==> config.mk <==
export PLATFORM = sky130hd
export DESIGN_NAME = game_sequencer_flat
export DESIGN_NICKNAME = d
export VERILOG_FILES = /design/src/rtl/game_sequencer_if.sv /design/src/rtl/game_sequencer.sv /design/src/flat_wrapper.sv
export SDC_FILE = /design/constraint.sdc
export NUM_CORES = 1
export LEC_CHECK = 0
export BUFFER_PORTS_ARGS = -buffer_cell sky130_fd_sc_hd__buf_2
export CAP_MARGIN = 20
export CORE_ASPECT_RATIO = 0.5
export CORE_UTILIZATION = 43
export CTS_CLUSTER_SIZE = 14
export DETAILED_ROUTE_END_ITERATION = 6
export SETUP_SLACK_MARGIN = 0.4
export SYNTH_ARGS = -nofsm -noshare
export SYNTH_HDL_FRONTEND = slang
export SYNTH_SLANG_ARGS = --single-unit
==> constraint.sdc <==
create_clock -name CLOCK_50 -period 4.8 [get_ports CLOCK_50]
set_clock_uncertainty 0.1 [all_clocks]
set_input_delay 0.24 -clock CLOCK_50 [delete_from_list [all_inputs] [get_ports CLOCK_50]]
set_output_delay 0.24 -clock CLOCK_50 [all_outputs]
set_load 0.02 [all_outputs]
==> src/rtl/game_sequencer_if.sv <==
// Handshake bundle between the game sequencer and the playfield datapath / buttons.
interface game_sequencer_if #(
  parameter int unsigned PERIOD_W = 22
);
  logic                move_r;
  logic                move_l;
  logic                move_u;
  logic                move_d;
  logic                hit;
  logic                miss;
  logic                frog_tick;
  logic                ball_tick;
  logic                running;
  logic                game_reset;
  logic [1:0]          state;
  logic [PERIOD_W-1:0] ball_period;
  logic [11:0]         score_cur;
  logic [11:0]         score_best;

  modport master (
    input  move_r, move_l, move_u, move_d, hit, miss,
    output frog_tick, ball_tick, running, game_reset, state, ball_period, score_cur, score_best
  );

  modport slave (
    output move_r, move_l, move_u, move_d, hit, miss,
    input  frog_tick, ball_tick, running, game_reset, state, ball_period, score_cur, score_best
  );
endinterface

==> src/rtl/game_sequencer.sv <==
// Frogger/ball game controller: idle/run/over sequencing, movement tick generation,
// ball speed-up on hits and BCD current/best score keeping.
module game_sequencer #(
  parameter int unsigned PERIOD_W         = 22,
  parameter int unsigned FROG_PERIOD      = 2000000,
  parameter int unsigned BALL_PERIOD_INIT = 2000000,
  parameter int unsigned BALL_PERIOD_STEP = 100000,
  parameter int unsigned BALL_PERIOD_MIN  = 800000,
  parameter int unsigned OVER_HOLD        = 50000000
) (
  input logic               CLOCK_50,
  input logic               reset,
  game_sequencer_if.master  bus
);

  localparam logic [1:0] StIdle = 2'b00;
  localparam logic [1:0] StRun  = 2'b01;
  localparam logic [1:0] StOver = 2'b10;

  localparam logic [PERIOD_W-1:0] POne       = PERIOD_W'(1);
  localparam logic [PERIOD_W-1:0] FrogLast   = PERIOD_W'(FROG_PERIOD - 1);
  localparam logic [PERIOD_W-1:0] PeriodInit = PERIOD_W'(BALL_PERIOD_INIT);
  localparam logic [PERIOD_W-1:0] PeriodStep = PERIOD_W'(BALL_PERIOD_STEP);
  localparam logic [PERIOD_W-1:0] PeriodMin  = PERIOD_W'(BALL_PERIOD_MIN);

  // The over-hold interval (1 s at 50 MHz) does not fit the period width, so it gets its own.
  localparam int unsigned      HoldW    = (OVER_HOLD > 1) ? $clog2(OVER_HOLD) : 1;
  localparam logic [HoldW-1:0] HOne     = HoldW'(1);
  localparam logic [HoldW-1:0] HoldLast = HoldW'(OVER_HOLD - 1);

  logic [3:0]          btn_s1_q, btn_s2_q;
  logic [2:0]          hit_s_q;
  logic [1:0]          miss_s_q;
  logic [1:0]          state_q, state_d;
  logic [PERIOD_W-1:0] frog_cnt_q, frog_cnt_d;
  logic [PERIOD_W-1:0] ball_cnt_q, ball_cnt_d;
  logic [HoldW-1:0]    hold_cnt_q, hold_cnt_d;
  logic [PERIOD_W-1:0] ball_period_q, ball_period_d;
  logic [11:0]         score_cur_q, score_cur_d;
  logic [11:0]         score_best_q, score_best_d;

  logic any_press, hit_ev, miss_s, frog_tick, ball_tick;

  function automatic logic [11:0] bcd_inc(input logic [11:0] v);
    logic [11:0] r;
    r = v;
    if (v != 12'h999) begin
      if (v[3:0] == 4'd9) begin
        r[3:0] = 4'd0;
        if (v[7:4] == 4'd9) begin
          r[7:4]  = 4'd0;
          r[11:8] = v[11:8] + 4'd1;
        end else begin
          r[7:4] = v[7:4] + 4'd1;
        end
      end else begin
        r[3:0] = v[3:0] + 4'd1;
      end
    end
    return r;
  endfunction

  assign any_press = ~&btn_s2_q;
  assign hit_ev    = hit_s_q[1] & ~hit_s_q[2];
  assign miss_s    = miss_s_q[1];
  assign frog_tick = (state_q == StRun) && (frog_cnt_q == FrogLast);
  // >= rather than == so a period shrinking under the running count still fires once.
  assign ball_tick = (state_q == StRun) && (ball_cnt_q >= ball_period_q - POne);

  always_comb begin
    state_d       = state_q;
    frog_cnt_d    = frog_cnt_q;
    ball_cnt_d    = ball_cnt_q;
    hold_cnt_d    = hold_cnt_q;
    ball_period_d = ball_period_q;
    score_cur_d   = score_cur_q;
    score_best_d  = score_best_q;
    case (state_q)
      StIdle: begin
        frog_cnt_d = '0;
        ball_cnt_d = '0;
        hold_cnt_d = '0;
        if (any_press) begin
          state_d       = StRun;
          score_cur_d   = '0;
          ball_period_d = PeriodInit;
        end
      end
      StRun: begin
        frog_cnt_d = frog_tick ? '0 : frog_cnt_q + POne;
        ball_cnt_d = ball_tick ? '0 : ball_cnt_q + POne;
        if (miss_s) begin
          state_d = StOver;
          if (score_cur_q > score_best_q) begin
            score_best_d = score_cur_q;
          end
        end else if (hit_ev) begin
          score_cur_d = bcd_inc(score_cur_q);
          if (ball_period_q > PeriodMin) begin
            ball_period_d = (ball_period_q - PeriodMin > PeriodStep) ?
                            ball_period_q - PeriodStep : PeriodMin;
          end
        end
      end
      StOver: begin
        frog_cnt_d = '0;
        ball_cnt_d = '0;
        if (hold_cnt_q == HoldLast) begin
          hold_cnt_d = '0;
          state_d    = StIdle;
        end else begin
          hold_cnt_d = hold_cnt_q + HOne;
        end
      end
      default: begin
        state_d    = StIdle;
        frog_cnt_d = '0;
        ball_cnt_d = '0;
        hold_cnt_d = '0;
      end
    endcase
  end

  always_ff @(posedge CLOCK_50 or posedge reset) begin
    if (reset) begin
      btn_s1_q      <= 4'hF;
      btn_s2_q      <= 4'hF;
      hit_s_q       <= '0;
      miss_s_q      <= '0;
      state_q       <= StIdle;
      frog_cnt_q    <= '0;
      ball_cnt_q    <= '0;
      hold_cnt_q    <= '0;
      ball_period_q <= PeriodInit;
      score_cur_q   <= '0;
      score_best_q  <= '0;
    end else begin
      btn_s1_q      <= {bus.move_d, bus.move_u, bus.move_l, bus.move_r};
      btn_s2_q      <= btn_s1_q;
      hit_s_q       <= {hit_s_q[1:0], bus.hit};
      miss_s_q      <= {miss_s_q[0], bus.miss};
      state_q       <= state_d;
      frog_cnt_q    <= frog_cnt_d;
      ball_cnt_q    <= ball_cnt_d;
      hold_cnt_q    <= hold_cnt_d;
      ball_period_q <= ball_period_d;
      score_cur_q   <= score_cur_d;
      score_best_q  <= score_best_d;
    end
  end

  assign bus.frog_tick   = frog_tick;
  assign bus.ball_tick   = ball_tick;
  assign bus.running     = (state_q == StRun);
  assign bus.game_reset  = (state_q != StRun);
  assign bus.state       = state_q;
  assign bus.ball_period = ball_period_q;
  assign bus.score_cur   = score_cur_q;
  assign bus.score_best  = score_best_q;

endmodule

==> src/flat_wrapper.sv <==
// flat-port wrapper written by rule: the top's interface ports become plain ports
module game_sequencer_flat 
#(
  parameter int unsigned PERIOD_W         = 22,
  parameter int unsigned FROG_PERIOD      = 2000000,
  parameter int unsigned BALL_PERIOD_INIT = 2000000,
  parameter int unsigned BALL_PERIOD_STEP = 100000,
  parameter int unsigned BALL_PERIOD_MIN  = 800000,
  parameter int unsigned OVER_HOLD        = 50000000
)
  (CLOCK_50, reset, bus_move_r, bus_move_l, bus_move_u, bus_move_d, bus_hit, bus_miss, bus_frog_tick, bus_ball_tick, bus_running, bus_game_reset, bus_state, bus_ball_period, bus_score_cur, bus_score_best);
  game_sequencer_if #(.PERIOD_W(PERIOD_W)) bus_i ();
  input logic CLOCK_50;
  input logic reset;
  input wire logic [$bits(bus_i.move_r)-1:0] bus_move_r;
  input wire logic [$bits(bus_i.move_l)-1:0] bus_move_l;
  input wire logic [$bits(bus_i.move_u)-1:0] bus_move_u;
  input wire logic [$bits(bus_i.move_d)-1:0] bus_move_d;
  input wire logic [$bits(bus_i.hit)-1:0] bus_hit;
  input wire logic [$bits(bus_i.miss)-1:0] bus_miss;
  output wire logic [$bits(bus_i.frog_tick)-1:0] bus_frog_tick;
  output wire logic [$bits(bus_i.ball_tick)-1:0] bus_ball_tick;
  output wire logic [$bits(bus_i.running)-1:0] bus_running;
  output wire logic [$bits(bus_i.game_reset)-1:0] bus_game_reset;
  output wire logic [$bits(bus_i.state)-1:0] bus_state;
  output wire logic [$bits(bus_i.ball_period)-1:0] bus_ball_period;
  output wire logic [$bits(bus_i.score_cur)-1:0] bus_score_cur;
  output wire logic [$bits(bus_i.score_best)-1:0] bus_score_best;
  assign bus_i.move_r = bus_move_r;
  assign bus_i.move_l = bus_move_l;
  assign bus_i.move_u = bus_move_u;
  assign bus_i.move_d = bus_move_d;
  assign bus_i.hit = bus_hit;
  assign bus_i.miss = bus_miss;
  assign bus_frog_tick = bus_i.frog_tick;
  assign bus_ball_tick = bus_i.ball_tick;
  assign bus_running = bus_i.running;
  assign bus_game_reset = bus_i.game_reset;
  assign bus_state = bus_i.state;
  assign bus_ball_period = bus_i.ball_period;
  assign bus_score_cur = bus_i.score_cur;
  assign bus_score_best = bus_i.score_best;
  game_sequencer #(.PERIOD_W(PERIOD_W), .FROG_PERIOD(FROG_PERIOD), .BALL_PERIOD_INIT(BALL_PERIOD_INIT), .BALL_PERIOD_STEP(BALL_PERIOD_STEP), .BALL_PERIOD_MIN(BALL_PERIOD_MIN), .OVER_HOLD(OVER_HOLD)) u_core (.CLOCK_50(CLOCK_50), .reset(reset), .bus(bus_i));
endmodule
==> flow_summary.json, run 1 <==
{
  "rsz0062_at_grt": "no",
  "drt_iter0_drc": 311,
  "yosys.area_share.xor_xnor_pct": 6.500,
  "grt_pass1_wl_um": 28460,
  "internal-power_mw": 2.483,
  "power.share.clock_pct": 33.1,
  "nets": 893,
  "cts-buffers-inserted": 17,
  "cp_slowest_stage_delay_ns": 0.57,
  "fp-row-count": 33,
  "synth_ff_type": "dfrtp_1",
  "first_pass_iters": 5,
  "place.gp.congestion": 0.8651,
  "synth_compound_area_share_pct": 15.12,
  "timing.critical_path.cells": "nor3_1 -> nand3_1 -> nor3_1 -> xnor2_1 -> ha_1 -> nand4_1 -> or2_2 -> o221ai_1 -> a221o_1 -> buf_4 -> and2_1 -> buf_2",
  "min_period_ns": 4.062,
  "p_comb_share_pct": 33.1,
  "root_buffer": "clkbuf_16",
  "setup_tns_ns": 0,
  "cp.arrival_ns": 3.72,
  "worst_pin_slew_ns": 0.9249,
  "maxSlewHeadroom_pct": 38.20,
  "first_global_vias": 5831,
  "areaGrowthSynthToFinish_pct": 14.79,
  "postCtsSetupBuffers": 0,
  "ios": 60,
  "total_power_mw": 4.064,
  "max-clock-path-buffers": 2,
  "synth_edf_count": 0,
  "powerDensity_nw_per_um2": 469.2,
  "cts_tree": "done",
  "yosysWarnings": 0,
  "crit_type": "flip-flop to primary output",
  "setup_ws_ns": 0.7381,
  "detail-route-antenna-nets": 0,
  "finalNonFillerCells": 1084,
  "finalHoldViolations": 0,
  "critical_path.slowest_cell": "nor3_1",
  "viasPerCell": 5.582,
  "die_width_um": 189.3,
  "clkSinkCount": 126,
  "hold_path_class": "flip-flop to flip-flop",
  "leakage_nw": 3.806,
  "crit_fanout": 13,
  "fin_util_pct": 51.67,
  "antenna_cells": 0,
  "seq_area_frac_synth_pct": 42.03,
  "syn_area_um2": 7546,
  "slew_viol_final": 0,
  "antenna_found_initial": 0,
  "syn_inst": 792,
  "synth_area_per_cell_um2": 9.528,
  "drive_gt1_share_pct": 19.14,
  "grt_start_max_net_pins": 69,
  "initial_core_util_pct": 45.01,
  "pre_cts_ws_ns": 0.9917,
  "setup_violations": 0,
  "dp_hpwl_um": 11310,
  "drc_errors": 0,
  "startpoint_type": "flip-flop",
  "p_seq_share_pct": 33.8,
  "synth_top_family_by_area": "simple AND/OR/NAND/NOR gates",
  "core_um2": 16760,
  "async_flop_share_pct": 100.0,
  "gr-usage-all-layers_pct": 19.69,
  "cp_common_cell": "nor3_1",
  "dieArea_um2": 18110,
  "clk-insertion-delay-late_ns": 0.42,
  "worst_setup_path_end_kind": "primary output",
  "p_sw_mw": 1.581,
  "timing.hold.ws_ns": 0.2538,
  "peakVddDrop_mv": 0.2921,
  "synth_fa_ha_area_share_pct": 6.798,
  "path_clk_slew_ns": 0.06,
  "die_h_um": 95.67,
  "synthMuxAreaShare_pct": 2.023,
  "ys_types": 69,
  "final_area_um2": 8662,
  "p_sw_share_pct": 38.90,
  "period_share_pct": 84.62,
  "yosys_register_bits": 126,
  "synthSimpleGateAreaFrac_pct": 22.52,
  "post_drt_wl_per_cell_um": 15.40,
  "place_inst": 1042,
  "drt-total-wl_um": 16700,
  "max_freq_mhz": 246.2,
  "htree_levels": 4,
  "place_area_um2": 7939,
  "worstPathRequired_ns": 4.46,
  "vias": 6051,
  "outcome": "completed",
  "max_cap_viol_count": 0,
  "port_buffers": 54,
  "overflow": 0
}
## worst paths after layout
kind,endpoint,cells past startpoint,from,slack (ns)
max in group asynchronous,u_core.hold_cnt_q[19],4,reset,3.20
setup reg to reg,u_core.ball_cnt_q[14],12,u_core.bus.ball_period[11],1.21
hold / removal,u_core.miss_s_q[1],0,u_core.miss_s_q[0],0.25
min in group asynchronous,u_core.miss_s_q[0],3,reset,0.44
hold reg to reg,u_core.miss_s_q[1],0,u_core.miss_s_q[0],0.25
setup / recovery,bus_ball_tick,12,u_core.bus.ball_period[11],0.74
## per-layer routing
layer | part of all wire, % | track usage (%) | up-vias | wire length (um)
met1 | 48 | 25.70 | 2977 | 8020
met3 | 3.6 | 4.085 | 10 | 598
li1 | - | - | 2967 | -
met2 | 48 | 33.36 | 97 | 7948
met5 | 0 | 0 | - | 0
met4 | 0.78 | 5.578 | 0 | 131
## layout by cell type (no fill, tap or decap), types with 4 or more instances in the layout
cell type,Yosys,routed
dlygate4sd3_1,0,7
nand3_1,34,34
nor2b_1,5,5
a21o_1,16,16
dfrtp_1,111,111
nand2_1,65,65
dfstp_2,15,15
a22o_1,4,4
o21a_1,4,4
xnor2_1,26,26
a21oi_1,30,30
nor2_1,56,56
xor2_1,30,30
ha_1,41,41
nand2b_1,6,5
and3_1,15,15
or2_2,4,4
conb_1,1,5
and4_1,6,6
buf_4,7,7
a41oi_1,4,4
inv_1,34,33
o31ai_1,10,10
mux2_2,10,10
o21ai_0,60,60
clkinv_4,0,5
nor3_1,21,21
mux2i_1,4,4
o21ai_1,4,4
nor4_1,5,4
nand4_1,31,31
nor3_2,21,21
a31oi_1,13,13
and2_1,8,8
or3_1,10,10
buf_2,14,55
clkbuf_16,0,17
## cells in the mapped netlist (5+ instances only)
cell        n  area share [%]
inv_1      34             1.7
nor3_1     21             1.4
buf_2      14            0.93
buf_6       6            0.90
a31oi_1    13             1.1
nand2b_1    6            0.50
nor2b_1     5            0.41
xnor2_1    26             3.0
and2_1      8            0.66
o31ai_1    10            0.99
o21ai_0    60             4.0
or3_1      10            0.83
nor2_1     56             2.8
a21oi_1    30             2.0
clkbuf_1   12            0.60
a21o_1     16             1.6
dfrtp_1   111              37
nor4_1      5            0.41
xor2_1     30             3.5
and3_1     15             1.2
buf_4       7            0.70
ha_1       41             6.8
nor3_2     21             2.8
dfstp_2    15             5.2
and4_1      6            0.70
nand4_1    31             2.6
nand2_1    65             3.2
mux2_2     10             1.5
nand3_1    34             2.3
## worst max-delay path, delay by kind of cell (launching register included)
kind	cells	cell delay (ns)
and+or+nand+nor	6	1.65
DFF	1	0.53
buffers and inverters	2	0.37
AOI/OAI and AO/OA	2	0.34
adders and majority gates	1	0.31
xor gates and xnor gates	1	0.09
## flip-flops by register name, summed over array words and instances (netlist names)
register / cells
u_core.bus.score_best: 12
u_core.miss_s_q: 2
u_core.hit_s_q: 3
u_core.btn_s1_q: 4
u_core.bus.score_cur: 12
u_core.ball_cnt_q: 22
u_core.frog_cnt_q: 22
u_core.hold_cnt_q: 26
u_core.bus.ball_period: 17
u_core.btn_s2_q: 4
u_core.bus.state: 2
## area by class of cell
| class | instances | area (um^2) |
|---|---|---|
| Clock inverter | 14 | 183.9 |
| Multi-Input combinational cell | 594 | 4039 |
| Timing Repair Buffer | 71 | 424.2 |
| Fill cell | 1564 | 8102 |
| Tap cell | 227 | 284.0 |
| Inverter | 34 | 130.1 |
| Sequential cell | 126 | 3172 |
| Clock buffer | 18 | 429.2 |
## logic make-up after synthesis
family | after synthesis
AO/OA/AOI/OAI | 174
XOR/XNOR | 56
adder cells (fa/ha/maj) | 41
buffers and inverters | 76
flip-flops | 126
multiplexers | 14
other | 1
AND/OR/NAND/NOR | 304
## timing repair
item                                   CTS  global route
hold buffers                             7             0
endpoints found under the hold margin   67             0
resized for setup                        0             1
setup endpoints to repair                0             1
## power groups by stage
stage | combinational, mW | sequential [mW] | clock [mW]
after floorplan | 0.993 | 1.37 | 0
final | 1.35 | 1.37 | 1.34
after global routing | 1.50 | 1.40 | 1.42
after detailed placement | 1.33 | 1.39 | 0
after CTS | 1.34 | 1.37 | 1.38
after global placement | 1.30 | 1.38 | 0
Note: power is estimated with default switching activity, not from simulation.
==> inputs of run 2 (changes only) <==
- ABC_AREA: default -> 1
- clock period: 4.8 -> 3.75 ns (I/O delays scaled with it)
==> flow_summary.json, run 2 <==
{
  "worst-r2r-cell-count": 15,
  "internal-power_mw": 3.251,
  "power.share.clock_pct": 31.8,
  "p_sw_share_pct": 41.27,
  "die_h_um": 99.45,
  "setup_violations": 0,
  "antenna_cells": 0,
  "first_pass_iters": 5,
  "largestRegisters": "u_core.hold_cnt_q (26), u_core.ball_cnt_q (22), u_core.frog_cnt_q (22)",
  "place.gp.congestion": 0.9067,
  "syn_area_um2": 8167,
  "post-synth-top-area-cell": "dfrtp_1",
  "yosysWarnings": 0,
  "powerDensity_nw_per_um2": 584.1,
  "p_comb_share_pct": 36.4,
  "antenna_found_initial": 0,
  "place_area_um2": 8656,
  "min_period_ns": 3.289,
  "final_cell_mix": "nand2_1, inv_1, dfrtp_1",
  "slew_viol_final": 0,
  "post_drt_wl_per_cell_um": 14.24,
  "areaGrowthSynthToFinish_pct": 16.06,
  "critical_path.slowest_cell": "dfrtp_2",
  "rsz0062_at_grt": "yes",
  "ios": 60,
  "startpoint_type": "flip-flop",
  "fill_cells": 1733,
  "core_um2": 18480,
  "drc_errors": 0,
  "crit_fanout": 6,
  "cp_top_family": "simple AND/OR/NAND/NOR gates",
  "viasPerCell": 5.084,
  "final_area_um2": 9478,
  "p_seq_share_pct": 31.8,
  "gr-usage-all-layers_pct": 21.16,
  "cp-startpoint": "u_core.bus.ball_period[8]",
  "drive_gt1_share_pct": 18.86,
  "initial_core_util_pct": 44.19,
  "setup_tns_ns": 0,
  "outcome": "completed",
  "worst_pin_slew_ns": 0.7993,
  "ys_types": 52,
  "max_cap_viol_count": 0,
  "port_buffers": 54,
  "htree_levels": 4,
  "worstPathRequired_ns": 3.46,
  "first_global_vias": 6729,
  "r2r_end": "u_core.ball_cnt_q[13]",
  "cp_slowest_stage_delay_ns": 0.46,
  "synthTopCellsByCount": "nand2_1, inv_1, dfrtp_1",
  "die_width_um": 196.9,
  "leakage_nw": 4.356,
  "period_share_pct": 87.69,
  "drt_iter0_drc": 417,
  "critical_path_depth": 15,
  "syn_inst": 1037,
  "seq_area_frac_synth_pct": 38.84,
  "maxSlewHeadroom_pct": 46.55,
  "reg2reg_slack_ns": 0.70,
  "detail-route-antenna-nets": 0,
  "crit_type": "flip-flop to primary output",
  "async_flop_share_pct": 100.0,
  "finalHoldViolations": 0,
  "crit_buf_inv": 3,
  "max_freq_mhz": 304.1,
  "worst_setup_path_end_kind": "primary output",
  "dp_hpwl_um": 13670,
  "peakVddDrop_mv": 0.3937,
  "timing.critical_path.cells": "inv_2 -> nand2_4 -> nor4_4 -> nand2_2 -> nor3_2 -> nand2_1 -> xor2_1 -> ha_1 -> nand4_1 -> nor3_2 -> o2111ai_1 -> nand4_1 -> nand2_1 -> inv_1 -> buf_4",
  "cts_tree": "done",
  "grt_pass1_wl_um": 33060,
  "synth_area_per_cell_um2": 7.875,
  "synth_area_leaders": "dfrtp_1, nand2_1, inv_1, ha_1, dfstp_2",
  "cts-buffers-inserted": 17,
  "final_common_cell": "nand2_1",
  "drt-total-wl_um": 19620,
  "clkSinkCount": 126,
  "dieArea_um2": 19580,
  "regMostFlops": "u_core.hold_cnt_q",
  "overflow": 0,
  "fp-row-count": 35,
  "max-clock-path-buffers": 2,
  "largest_register_ffs": 26,
  "synthMostInstantiatedCell": "nand2_1",
  "synth_ff_type": "dfrtp_1",
  "synth_edf_count": 0,
  "cp.arrival_ns": 3.00,
  "vias": 7006,
  "clk-insertion-delay-late_ns": 0.43,
  "yosys_register_bits": 126,
  "critPathCapture": "bus_ball_tick",
  "nets": 1155,
  "p_sw_mw": 2.285,
  "grt_start_max_net_pins": 127,
  "hold_path_class": "flip-flop to flip-flop",
  "regToRegStartpoint": "u_core.bus.ball_period[8]",
  "root_buffer": "clkbuf_16",
  "synth_top_area_share_pct": 34.01,
  "path_clk_slew_ns": 0.06
}
==> run 2: final cells by class <==
| class | count | area (um^2) | area share, % |
|---|---|---|---|
| clock buffer | 20 | 456.7 | 4.818 |
| inverter | 150 | 569.3 | 6.007 |
| clock inverter | 12 | 161.4 | 1.703 |
| multi-input combinational | 736 | 4328 | 45.66 |
| timing repair buffer | 75 | 460.4 | 4.858 |
| tap | 259 | 324.1 | 3.419 |
| sequential | 126 | 3178 | 33.53 |
==> run 2: stage by stage <==
step	setup WS, ns	hold slack, ns	utilization (%)	power (mW)	cells
4_1_cts	0.4121	0.2492	51.08	5.552	1375
3_3_place_gp	0.4770	0.1926	46.84	3.686	1330
5_1_grt	0.2196	0.2611	51.29	5.920	1378
3_5_place_dp	0.3713	0.1939	46.84	3.716	1330
6_report	0.4615	0.2467	51.29	5.536	1378
2_1_floorplan	0.5656	0.09198	-	3.191	1041
==> run 2: logic make-up after synthesis <==
logic type / Yosys count / synth area share [%]
adders and majority gates: 41 / 6.282
AOI/OAI and AO/OA: 119 / 8.381
xor gates and xnor gates: 54 / 5.791
other: 1 / 0.04592
and+or+nand+nor: 517 / 31.61
DFF: 126 / 38.84
buffers and inverters: 179 / 9.055
==> run 2: worst min path at each step <==
| stage | startpoint | end | slack (ns) | cells past startpoint |
|---|---|---|---|---|
| after detailed placement | bus_move_d | u_core.btn_s1_q[3] | 0.19 | 1 |
| final | u_core.miss_s_q[0] | u_core.miss_s_q[1] | 0.25 | 0 |
| after floorplan | bus_move_r | u_core.btn_s1_q[0] | 0.09 | 0 |
| after CTS | u_core.miss_s_q[0] | u_core.miss_s_q[1] | 0.25 | 0 |
| after global placement | bus_move_d | u_core.btn_s1_q[3] | 0.19 | 1 |
| after global routing | u_core.btn_s1_q[0] | u_core.btn_s2_q[0] | 0.26 | 0 |
==> run 2: per-layer routing <==
metal	wire, um	track usage [%]	vias up
met5	0	0	-
met4	235	6.082	0
met1	9480	28.88	3275
met3	831	4.137	29
li1	-	-	3542
met2	9069	34.25	160
==> run 2: timing repair <==
| item | in CTS | in global routing |
|---|---|---|
| pin swaps | 5 | 5 |
| endpoints found under the setup margin | 11 | 2 |
| buffers inserted | 6 | 3 |
| hold buffers | 7 | 0 |
| cloned | 0 | 0 |
| endpoints found under the hold margin | 117 | 0 |
| resized for setup | 16 | 6 |
==> run 2: power by group through the flow <==
| stage | logic, mW | registers [mW] | clock network, mW |
|---|---|---|---|
| 2_1_floorplan | 1.38 | 1.81 | 0 |
| 3_3_place_gp | 1.91 | 1.77 | 0 |
| 3_5_place_dp | 1.94 | 1.78 | 0 |
| 4_1_cts | 2.00 | 1.75 | 1.79 |
| 5_1_grt | 2.29 | 1.78 | 1.85 |
| 6_report | 2.02 | 1.76 | 1.76 |
==> run 2: worst reg2reg max path: cells and delay by family, from the launching register on <==
family | cells | cell delay, ns
AND/OR/NAND/NOR | 9 | 1.27
flip-flops | 1 | 0.46
AO/OA/AOI/OAI | 1 | 0.12
adder cells (fa/ha/maj) | 1 | 0.29
buffers and inverters | 3 | 0.51
XOR/XNOR | 1 | 0.15
==> inputs of run 3 (changes only) <==
- CORE_UTILIZATION: 43 -> 40
==> flow_summary.json, run 3 (synthesis gave the netlist of run 2 again) <==
{
  "drc_errors": 0,
  "final_cell_mix": "nand2_1, inv_1, dfrtp_1",
  "antenna_cells": 0,
  "die_h_um": 103.0,
  "final_common_cell": "nand2_1",
  "place.gp.congestion": 0.8680,
  "root_buffer": "clkbuf_16",
  "initial_core_util_pct": 41.39,
  "worst-r2r-cell-count": 19,
  "nets": 1158,
  "htree_levels": 4,
  "max-clock-path-buffers": 2,
  "rsz0062_at_grt": "yes",
  "critical_path.slowest_cell": "dfrtp_2",
  "fill_cells": 1925,
  "antenna_found_initial": 0,
  "ios": 60,
  "worstPathRequired_ns": 3.46,
  "vias": 7085,
  "die_width_um": 204.1,
  "path_clk_slew_ns": 0.06,
  "worst_setup_path_end_kind": "primary output",
  "period_share_pct": 88.94,
  "max_freq_mhz": 299.8,
  "crit_fanout": 3,
  "hold_depth": 0,
  "min_period_ns": 3.335,
  "dp_hpwl_um": 14010,
  "min_to": "u_core.hit_s_q[1]",
  "clk-insertion-delay-late_ns": 0.42,
  "cp_slowest_stage_delay_ns": 0.42,
  "outcome": "completed",
  "leakage_nw": 4.353,
  "timing.critical_path.cells": "inv_2 -> nand2_4 -> nor4_4 -> nand2_2 -> nor2_4 -> nand2_1 -> xor2_1 -> inv_1 -> ha_1 -> nand4_1 -> nor3_2 -> o2111ai_1 -> nand4_1 -> nand2_1 -> inv_1 -> buf_6",
  "cts_tree": "done",
  "cp.arrival_ns": 3.05,
  "grt_start_max_net_pins": 127,
  "hp-start": "u_core.hit_s_q[0]",
  "maxSlewHeadroom_pct": 50.83,
  "clkSinkCount": 126,
  "gr-usage-all-layers_pct": 19.91,
  "fin_util_pct": 48.01,
  "reg2reg_slack_ns": 0.61,
  "grt_pass1_wl_um": 33470,
  "overflow": 0,
  "areaGrowthSynthToFinish_pct": 15.98,
  "hold_path_class": "flip-flop to flip-flop",
  "slew_viol_final": 0,
  "regMostFlops": "u_core.hold_cnt_q",
  "detail-route-antenna-nets": 0,
  "finalHoldViolations": 0,
  "powerDensity_nw_per_um2": 576.5,
  "viasPerCell": 5.104,
  "first_pass_iters": 5,
  "r2r_end": "u_core.ball_cnt_q[9]",
  "max_cap_viol_count": 0,
  "first_global_vias": 6770,
  "cts-buffers-inserted": 17,
  "largest_register_ffs": 26,
  "fp-row-count": 36,
  "port_buffers": 54,
  "startpoint_type": "flip-flop",
  "core_um2": 19730,
  "drt-total-wl_um": 19970,
  "regToRegStartpoint": "u_core.bus.ball_period[8]",
  "post_drt_wl_per_cell_um": 14.39,
  "largestRegisters": "u_core.hold_cnt_q (26), u_core.ball_cnt_q (22), u_core.frog_cnt_q (22)",
  "dieArea_um2": 21030,
  "drive_gt1_share_pct": 18.81,
  "setup_tns_ns": 0,
  "drt_iter0_drc": 408,
  "peakVddDrop_mv": 0.2602,
  "setup_violations": 0,
  "crit_type": "flip-flop to primary output",
  "worst_pin_slew_ns": 0.7354
}
## run 3: worst max path at each step
stage,from,slack [ns],endpoint
global placement,u_core.bus.ball_period[9],0.45,u_core.ball_cnt_q[3]
detailed placement,u_core.bus.ball_period[9],0.28,u_core.ball_cnt_q[9]
floorplan,u_core.bus.ball_period[9],0.57,bus_ball_tick
global route,u_core.bus.ball_period[8],0.23,bus_ball_tick
finish,u_core.bus.ball_period[8],0.41,bus_ball_tick
CTS,u_core.bus.ball_period[7],0.40,bus_ball_tick
## run 3: through the flow
stage | std cells | instance area, um^2 | hold slack (ns) | total power [mW] | setup slack, ns
detailed placement | 1338 | 8672 | 0.1951 | 3.741 | 0.2797
finish | 1388 | 9472 | 0.2520 | 5.460 | 0.4147
global route | 1388 | 9472 | 0.2592 | 5.831 | 0.2342
floorplan | 1041 | 8185 | 0.09198 | 3.191 | 0.5656
CTS | 1384 | 9428 | 0.2555 | 5.454 | 0.4032
global placement | 1338 | 8672 | 0.1941 | 3.702 | 0.4520
## run 3: layout make-up
cell class	instances	area (um^2)	area share, %
clock inverters	10	116.4	1.229
well taps	266	332.8	3.514
inverters	150	569.3	6.011
clock buffers	22	454.2	4.795
multi-input cells	736	4333	45.75
repair buffers	78	486.7	5.139
flip-flops and latches	126	3179	33.57
## run 3: repair_timing
item | CTS | global route
setup buffers | 7 | 4
hold buffers | 7 | 0
resized for setup | 19 | 5
endpoints found under the setup margin | 18 | 12
hold endpoints to repair | 117 | 0
pin swaps | 6 | 8
## run 3: worst max-delay path, delay by kind of cell, from the launching register on
family | cells | cell delay (ns)
AND/OR/NAND/NOR | 9 | 1.31
flip-flops | 1 | 0.42
buffers and inverters | 4 | 0.35
adder cells (fa/ha/maj) | 1 | 0.27
XOR/XNOR | 1 | 0.15
AO/OA/AOI/OAI | 1 | 0.14
## run 3: per-layer routing
metal	up-vias	wire (um)	global-route usage [%]
met5	-	0	0
met4	0	109	5.109
met3	15	662	3.319
met2	129	9564	34.33
met1	3387	9634	26.24
li1	3554	-	-
## run 3: power breakdown
part,internal (mW),switching [mW],total [mW]
Clock,0.995,0.632,1.63
Combinational,0.655,1.43,2.08
Sequential,1.53,0.222,1.75
Total,3.18,2.28,5.46
